$ cat config.mk
export PLATFORM = sky130hd
export DESIGN_NAME = i2c_bus_arbiter
export DESIGN_NICKNAME = d
export VERILOG_FILES = /design/src/rtl/i2c_bus_arbiter.sv
export SDC_FILE = /design/constraint.sdc
export NUM_CORES = 1
export LEC_CHECK = 0
export BUFFER_PORTS_ARGS = -buffer_cell sky130_fd_sc_hd__buf_2
export CORE_MARGIN = 2
export CORE_UTILIZATION = 32
export CTS_CLUSTER_DIAMETER = 120
export CTS_CLUSTER_SIZE = 12
export DETAILED_ROUTE_END_ITERATION = 12
export PLACE_DENSITY = 0.81
export SETUP_SLACK_MARGIN = 0.02
export SLEW_MARGIN = 15
export SYNTH_ARGS = -nofsm -noshare
export SYNTH_HDL_FRONTEND = slang
export SYNTH_SLANG_ARGS = --single-unit
$ cat constraint.sdc
create_clock -name BUS_CLK -period 2.1 [get_ports BUS_CLK]
set_clock_uncertainty 0.1 [all_clocks]
set_input_delay 0.42 -clock BUS_CLK [delete_from_list [all_inputs] [get_ports BUS_CLK]]
set_output_delay 0.42 -clock BUS_CLK [all_outputs]
set_load 0.01 [all_outputs]
$ cat src/rtl/i2c_bus_arbiter.sv
// i2c_bus_arbiter: shares one i2c_core register port between NREQ requesters.
// Round-robin grant held for the whole tenure so that multi-access I2C
// transactions stay atomic. Each tenure is followed by one dead cycle.
// Optional idle-owner watchdog: define I2C_ARB_WATCHDOG_EN.
module i2c_bus_arbiter #(
   parameter int NREQ           = 2,
   parameter int ABUSWIDTH      = 16,
   parameter int TIMEOUT_CYCLES = 65535
) (
   input  logic                        BUS_CLK,
   input  logic                        BUS_RST_N,
   input  logic [NREQ-1:0]             REQ,
   output logic [NREQ-1:0]             GNT,
   input  logic [NREQ*ABUSWIDTH-1:0]   REQ_ADD,
   input  logic [NREQ*8-1:0]           REQ_DATA_IN,
   input  logic [NREQ-1:0]             REQ_RD,
   input  logic [NREQ-1:0]             REQ_WR,
   output logic [7:0]                  REQ_DATA_OUT,
   input  logic [NREQ-1:0]             ERR_CLR,
   output logic [NREQ-1:0]             TIMEOUT_ERR,
   output logic [ABUSWIDTH-1:0]        IP_ADD,
   output logic [7:0]                  IP_DATA_IN,
   output logic                        IP_RD,
   output logic                        IP_WR,
   input  logic [7:0]                  IP_DATA_OUT
);

   localparam int IW = (NREQ > 1) ? $clog2(NREQ) : 1;

   typedef enum logic [1:0] {IDLE = 2'd0, GRANT = 2'd1, RELEASE = 2'd2} state_t;

   state_t                state, state_nxt;
   logic [IW-1:0]         owner, owner_nxt;
   logic [IW-1:0]         ptr, ptr_nxt;
   logic [NREQ-1:0]       gnt_nxt;
   logic [NREQ-1:0]       blocked;
   logic [NREQ-1:0]       eligible;
   logic                  revoke;

   logic                  own_req, own_rd, own_wr, own_gnt;
   logic [ABUSWIDTH-1:0]  own_add;
   logic [7:0]            own_din;

   assign eligible     = REQ & ~blocked;
   assign REQ_DATA_OUT = IP_DATA_OUT;

   // State register: FSM state, registered grant, current owner and RR pointer
   always_ff @(posedge BUS_CLK or negedge BUS_RST_N) begin
      if (!BUS_RST_N) begin
         state <= IDLE;
         GNT   <= '0;
         owner <= '0;
         ptr   <= '0;
      end else begin
         state <= state_nxt;
         GNT   <= gnt_nxt;
         owner <= owner_nxt;
         ptr   <= ptr_nxt;
      end
   end

   // Next-state: rotate eligibility so the first set bit is the next in RR order
   always_comb begin
      logic [2*NREQ-1:0] elig_rot;
      logic              found;
      int                sum;
      state_nxt = state;
      gnt_nxt   = GNT;
      owner_nxt = owner;
      ptr_nxt   = ptr;
      found     = 1'b0;
      sum       = 0;
      elig_rot  = {eligible, eligible} >> ptr;
      case (state)
         IDLE: begin
            for (int j = 0; j < NREQ; j++) begin
               if (!found && elig_rot[j]) begin
                  found = 1'b1;
                  sum   = int'(ptr) + j;
                  if (sum >= NREQ) sum = sum - NREQ;
                  owner_nxt = IW'(sum);
                  gnt_nxt   = NREQ'(1) << sum;
                  ptr_nxt   = (sum + 1 >= NREQ) ? '0 : IW'(sum + 1);
                  state_nxt = GRANT;
               end
            end
         end
         GRANT: begin
            if (!own_req || revoke) begin
               gnt_nxt   = '0;
               state_nxt = RELEASE;
            end
         end
         RELEASE: state_nxt = IDLE;
         default: begin
            gnt_nxt   = '0;
            state_nxt = IDLE;
         end
      endcase
   end

   // Outputs: mux the owner's port onto i2c_core, forced to zero without a grant
   always_comb begin
      own_req = 1'b0;
      own_rd  = 1'b0;
      own_wr  = 1'b0;
      own_add = '0;
      own_din = '0;
      for (int i = 0; i < NREQ; i++) begin
         if (owner == IW'(i)) begin
            own_req = REQ[i];
            own_rd  = REQ_RD[i];
            own_wr  = REQ_WR[i];
            own_add = REQ_ADD[i*ABUSWIDTH +: ABUSWIDTH];
            own_din = REQ_DATA_IN[i*8 +: 8];
         end
      end
      own_gnt    = |GNT;
      IP_ADD     = own_gnt ? own_add : '0;
      IP_DATA_IN = own_gnt ? own_din : '0;
      IP_RD      = own_gnt & own_rd;
      IP_WR      = own_gnt & own_wr;
   end

`ifdef I2C_ARB_WATCHDOG_EN
   localparam int CW = $clog2(TIMEOUT_CYCLES + 1);

   logic [CW-1:0]   wd_cnt;
   logic [NREQ-1:0] blocked_q;
   logic [NREQ-1:0] err_q;
   logic            fwd_strobe;
   logic            idle_owner;

   assign fwd_strobe  = own_gnt & (own_rd | own_wr);
   assign idle_owner  = (state == GRANT) && own_req && !fwd_strobe;
   // An owner that keeps REQ high without strobing for TIMEOUT_CYCLES is evicted
   assign revoke      = idle_owner && (wd_cnt == CW'(TIMEOUT_CYCLES - 1));
   assign blocked     = blocked_q;
   assign TIMEOUT_ERR = err_q;

   // Watchdog: idle counter, eviction block until REQ drops, sticky error (set beats clear)
   always_ff @(posedge BUS_CLK or negedge BUS_RST_N) begin
      if (!BUS_RST_N) begin
         wd_cnt    <= '0;
         blocked_q <= '0;
         err_q     <= '0;
      end else begin
         if (idle_owner && !revoke) wd_cnt <= wd_cnt + 1'b1;
         else                       wd_cnt <= '0;
         blocked_q <= (blocked_q & REQ) | (revoke ? GNT : '0);
         err_q     <= (err_q & ~ERR_CLR) | (revoke ? GNT : '0);
      end
   end
`else
   logic unused_wd;

   assign revoke      = 1'b0;
   assign blocked     = '0;
   assign TIMEOUT_ERR = '0;
   assign unused_wd   = ^{ERR_CLR, TIMEOUT_CYCLES[0]};
`endif

endmodule
After elaboration in Yosys (flattened, before gate mapping)
Cells that the tools add are included.
{"block": "classes", "n_mul": 0, "n_bitwise": 3, "div": 0, "n_mux": 29, "n_eq_ne": 4, "n_lt_le_gt_ge": 4, "n_addsub": 5, "n_reduce_logical": 8, "n_shift": 3}
{"op": "32-bit 2-to-1 mux", "count": 6}
{"op": "32-bit by 2-bit adder with 32-bit output (second input constant)", "count": 2}
{"op": "32-bit by 3-bit >= comparator with 1-bit output (second input constant)", "count": 2}
{"op": "1-bit by 32-bit << shifter with 2-bit output (first input constant)", "count": 2}
{"op": "16-bit 2-to-1 mux", "count": 2}
{"op": "8-bit 2-to-1 mux", "count": 2}
{"op": "2-bit 2-to-1 mux", "count": 6}
{"op": "1-bit 2-to-1 mux", "count": 11}
{"op": "2-bit one-hot mux with 3 select lines", "count": 1}
{"op": "2-bit one-hot mux with 2 select lines", "count": 1}
{"op": "2-bit AND reduction", "count": 2}
{"op": "4-bit by 1-bit right shift with 2-bit output", "count": 1}
{"op": "3-bit inequality test (second input constant)", "count": 1}
{"op": "3-bit AND reduction", "count": 1}
{"op": "1-bit by 2-bit subtractor with 3-bit output (second input constant)", "count": 1}
{"op": "2-bit by 2-bit subtractor with 3-bit output (second input constant)", "count": 1}
{"op": "1-bit by 1-bit adder with 2-bit output (second input constant)", "count": 1}
{"op": "1-bit AND", "count": 2}
{"op": "2-bit by 1-bit == test with 1-bit output (second input constant)", "count": 1}
{"op": "2-bit == test (second input constant)", "count": 1}
{"op": "1-bit by 2-bit >= comparator with 1-bit output (second input constant)", "count": 1}
{"op": "2-bit >= comparator (second input constant)", "count": 1}
{"op": "2-bit zero test", "count": 1}
{"op": "2-bit inequality test (second input constant)", "count": 1}
{"op": "other kinds (5)", "count": 5}
{"block": "totals", "ram_bits": 0, "wordCells": 60, "reg_bits": 6, "latch_bits": 0, "rom_bits": 0, "mem_count": 0, "out_inout_bits": 38, "in_bits": 66}

Logic depth before layout (Yosys ltp)
{"block": "depth", "depth_word": 11, "depth_mapped": 6, "mapped_depth_nobuf": 6}

Least setup slack after synthesis
No wires, ideal clock.
{"block": "synth_path", "path_type": "input to register", "startpoint": "input REQ[0]", "endpoint": "register ptr", "slack_ns": 0.567, "t_arrival_ns": 1.308, "n_path_buf": 0, "path_stages": 6, "path_cell_list": "nand2b_1 o22a_2 inv_1 ha_1 nor3_2 mux2_4"}
{"block": "synth_via", "elab_chain_cells": 7, "word_cells_on_any_way": 8, "classes_between": "shift (1); mux (3); reduce/logical (4)"}
{"item": "start: declaration", "line": "12", "source": "input logic [NREQ-1:0] REQ,"}
{"item": "4-bit by 1-bit right shift with 2-bit output (*)", "line": "73", "source": "elig_rot = {eligible, eligible} >> ptr;"}
{"item": "1-bit 2-to-1 mux", "line": "77", "source": "if (!found && elig_rot[j]) begin"}
{"item": "1-bit 2-to-1 mux", "line": "74", "source": "case (state)"}
{"item": "1-bit zero test", "line": "77"}
{"item": "1-bit logical AND", "line": "77"}
{"item": "2-bit nonzero test (no line)"}
{"item": "2-bit AND reduction (no line)"}
{"item": "end signal: assignment", "line": "58", "source": "ptr <= ptr_nxt;"}
{"item": "end: declaration", "line": "34", "source": "logic [IW-1:0] ptr, ptr_nxt;"}
Mark *: on every way between the ends. The rest lies on a longest branch, timed or not. The select of a mux whose other input is x is not followed.
A chain may end at the register's enable or synchronous reset.

Final worst setup path
{"block": "layout_path", "startpoint": "register owner", "endpoint": "output IP_ADD[0]"}
{"block": "layout_via", "elab_chain_cells": 2}
{"item": "start: declaration", "line": "33", "source": "logic [IW-1:0] owner, owner_nxt;"}
{"item": "start signal: assignment", "line": "57", "source": "owner <= owner_nxt;"}
{"item": "16-bit 2-to-1 mux", "line": "110", "source": "if (owner == IW'(i)) begin"}
{"item": "16-bit 2-to-1 mux", "line": "119", "source": "IP_ADD = own_gnt ? own_add : '0;"}
{"item": "end: declaration", "line": "21", "source": "output logic [ABUSWIDTH-1:0] IP_ADD,"}
Every way passes these cells.

==> flow_metrics.env <==
export IMPL_placed_cells=200
export IMPL_leakage_uw=0.000727
export IMPL_required_ps=1580
export IMPL_synth_top_area_frac=0.354
export IMPL_total_power_uw=1450
export IMPL_finish_utilization=0.497
export IMPL_post_drt_wl_per_cell_um=10.8
export IMPL_hold_class="in -> async"
export IMPL_dp_hpwl_um=1870
export IMPL_clk_latency_ps=250
export IMPL_max_stage_delay_ps=340
export IMPL_synth_top_cell_by_area="mux2i_1"
export IMPL_final_cell_mix="83 x buf_2, 29 x mux2i_1, 27 x nor2_1, 6 x dfrtp_1, 4 x buf_4"
export IMPL_fin_cells=204
export IMPL_drt_initial_drc_count=3
export IMPL_htree_levels=1
export IMPL_ys_types=20
export IMPL_path_max_fanout=14
export IMPL_die_h_um=54.6
export IMPL_slew_violations=0
export IMPL_syn_avg_cell_area_um2=8.45
export IMPL_status="finished clean"
export IMPL_cp_data_arrival_time_ps=1280
export IMPL_dr_pass1_iters=4
export IMPL_grt_overflow_total=0
export IMPL_cts_made_buffers=3
export IMPL_finalHoldViolCount=0
export IMPL_grt_max_degree=19
export IMPL_diodes=0
export IMPL_grt_first_pass_wirelength_um=2900
export IMPL_grt_pass1_vias=716
export IMPL_rrSetupSlack_ps=520
export IMPL_die_area_um2=2980
export IMPL_ir_worst_vdd_v=0.000608
export IMPL_die_w_um=54.6
export IMPL_rows=18
export IMPL_drive_gt1_frac=0.552
export IMPL_drt_total_wl_um=2200
export IMPL_yosysWarnings=0
export IMPL_tns_ps=0
export IMPL_clk_path_buf_depth=2
export IMPL_syn_inst=97
export IMPL_comb_power_share=0.769
export IMPL_pin_count=104
export IMPL_cap_viol_max_count=0
export IMPL_antenna_left=0
export IMPL_gp_congestion=0.732
export IMPL_async_flop_share=1.00
export IMPL_core_area_um2=2450
export IMPL_r2r_cells=6
export IMPL_period_share=0.855
export IMPL_internal_power_uw=769
export IMPL_ys_seq_area_frac=0.183
export IMPL_cp_start_kind="flip-flop"
export IMPL_synth_area_top_cells="mux2i_1 35%, dfrtp_1 18%, nor2_1 12%"
export IMPL_seqPwrFrac=0.158
export IMPL_power_density_nw_per_um2=1190
export IMPL_start_util=0.334
export IMPL_path_clk_slew_ps=40
export IMPL_port_buffers=83
export IMPL_synth_ff_type="dfrtp_1"
export IMPL_p_sw_uw=681
export IMPL_vias_per_cell=4.59
export IMPL_synthToLayoutAreaGrowth_pct=48.9
export IMPL_rsz0062_at_grt="no"
export IMPL_via_count=937
export IMPL_crit_chain="buf_4 -> mux2i_1 -> nor2_1 -> buf_2"
export IMPL_cts_resized_gates=0
export IMPL_antenna_found_initial=0
export IMPL_drc=0
export IMPL_timing_hold_ws_ps=423
export IMPL_critical_path_class="reg -> out"
export IMPL_cts_setup_buffers=0
export IMPL_mostFrequentLayoutCell="buf_2"
export IMPL_critPathSlowestCell="dfrtp_1"
export IMPL_setup_viol=0
export IMPL_crit_start="owner"
export IMPL_finalNetCount=244
export IMPL_cts_tree="yes"
export IMPL_period_needed_ps=1800
export IMPL_clkPwrFrac=0.073
export IMPL_cts_sinks=6
export IMPL_r2r_end="ptr"
export IMPL_synth_cell_area_um2=820
export IMPL_end_kind="primary output"
export IMPL_ys_ff_latch=6
export IMPL_max_freq_mhz=557
export IMPL_synth_edff_count=0
export IMPL_switching_share=0.470
export IMPL_grt_util_all_layers=0.133
export IMPL_cts_root_buf="clkbuf_4"
export IMPL_reg2reg_from="ptr"
==> how the worst max path moves through the flow <==
stage                      end  slack, ps
finish               IP_ADD[0]        300
detailed placement         ptr        360
CTS                  IP_ADD[0]        280
global route        IP_ADD[15]        210
floorplan                  ptr        570
global placement           ptr        400
==> layout make-up <==
type,instances,area [um2]
fill,269,1230
multi-input combinational,74,543
timing repair buffer,88,455
sequential,6,150
tap,30,37.5
clock buffer,3,22.5
inverter,3,11.3
==> kinds of logic (layout without fill, tap and decap cells) <==
| kind of cell | count (synthesis) | after routing | share of synthesized area |
|---|---|---|---|
| other cells | 1 | 2 | 0.00458 |
| flops | 6 | 6 | 0.183 |
| compound gates | 7 | 7 | 0.0794 |
| mux | 30 | 30 | 0.373 |
| simple gates | 33 | 33 | 0.171 |
| fa+ha+maj | 2 | 2 | 0.0305 |
| buf+inv | 18 | 94 | 0.159 |
==> cells in the mapped netlist (2+ instances only) <==
cell type,count
nand2b_1,2
inv_1,3
mux2i_1,29
o2bb2ai_1,2
nor2_1,27
ha_1,2
dfrtp_1,6
buf_6,3
buf_2,2
nor2_2,2
buf_4,10
==> sequential cells by signal (all words and copies together), names as in the netlist <==
register,count
state,2
ptr,1
owner,1
GNT,2
==> power by group through the flow <==
stage	sequential, uW	clock [uW]	combinational [uW]
finish	229	106	1110
global placement	227	0	1110
CTS	230	113	1130
floorplan	225	0	804
global route	237	119	1240
detailed placement	233	0	1130
==> repair_timing <==
item,in CTS,in global routing
hold buffers,1,0
hold endpoints to repair,6,0
endpoints found under the setup margin,0,0
==> per-stage QoR <==
step / worst slack (ps) / instance area (um2)
CTS: 282 / 1220
detailed placement: 359 / 1190
global placement: 398 / 1190
floorplan: 567 / 823
finish: 304 / 1220
global route: 211 / 1220
==> worst max-delay path: cells and delay by family (launching register included) <==
family | cells | cell delay [ps]
AND/OR/NAND/NOR | 1 | 50
flip-flops | 1 | 340
multiplexers | 1 | 250
buffers and inverters | 2 | 390
==> metal layers <==
metal  vias to the layer above  share of wire  global-route usage
met5                         -              0                   0
met4                         0         0.0095              0.0375
met3                         3           0.10              0.0301
met2                        43           0.53               0.260
met1                       419           0.35               0.139
li1                        472              -                   -
Power figures use the tool's default switching activity.
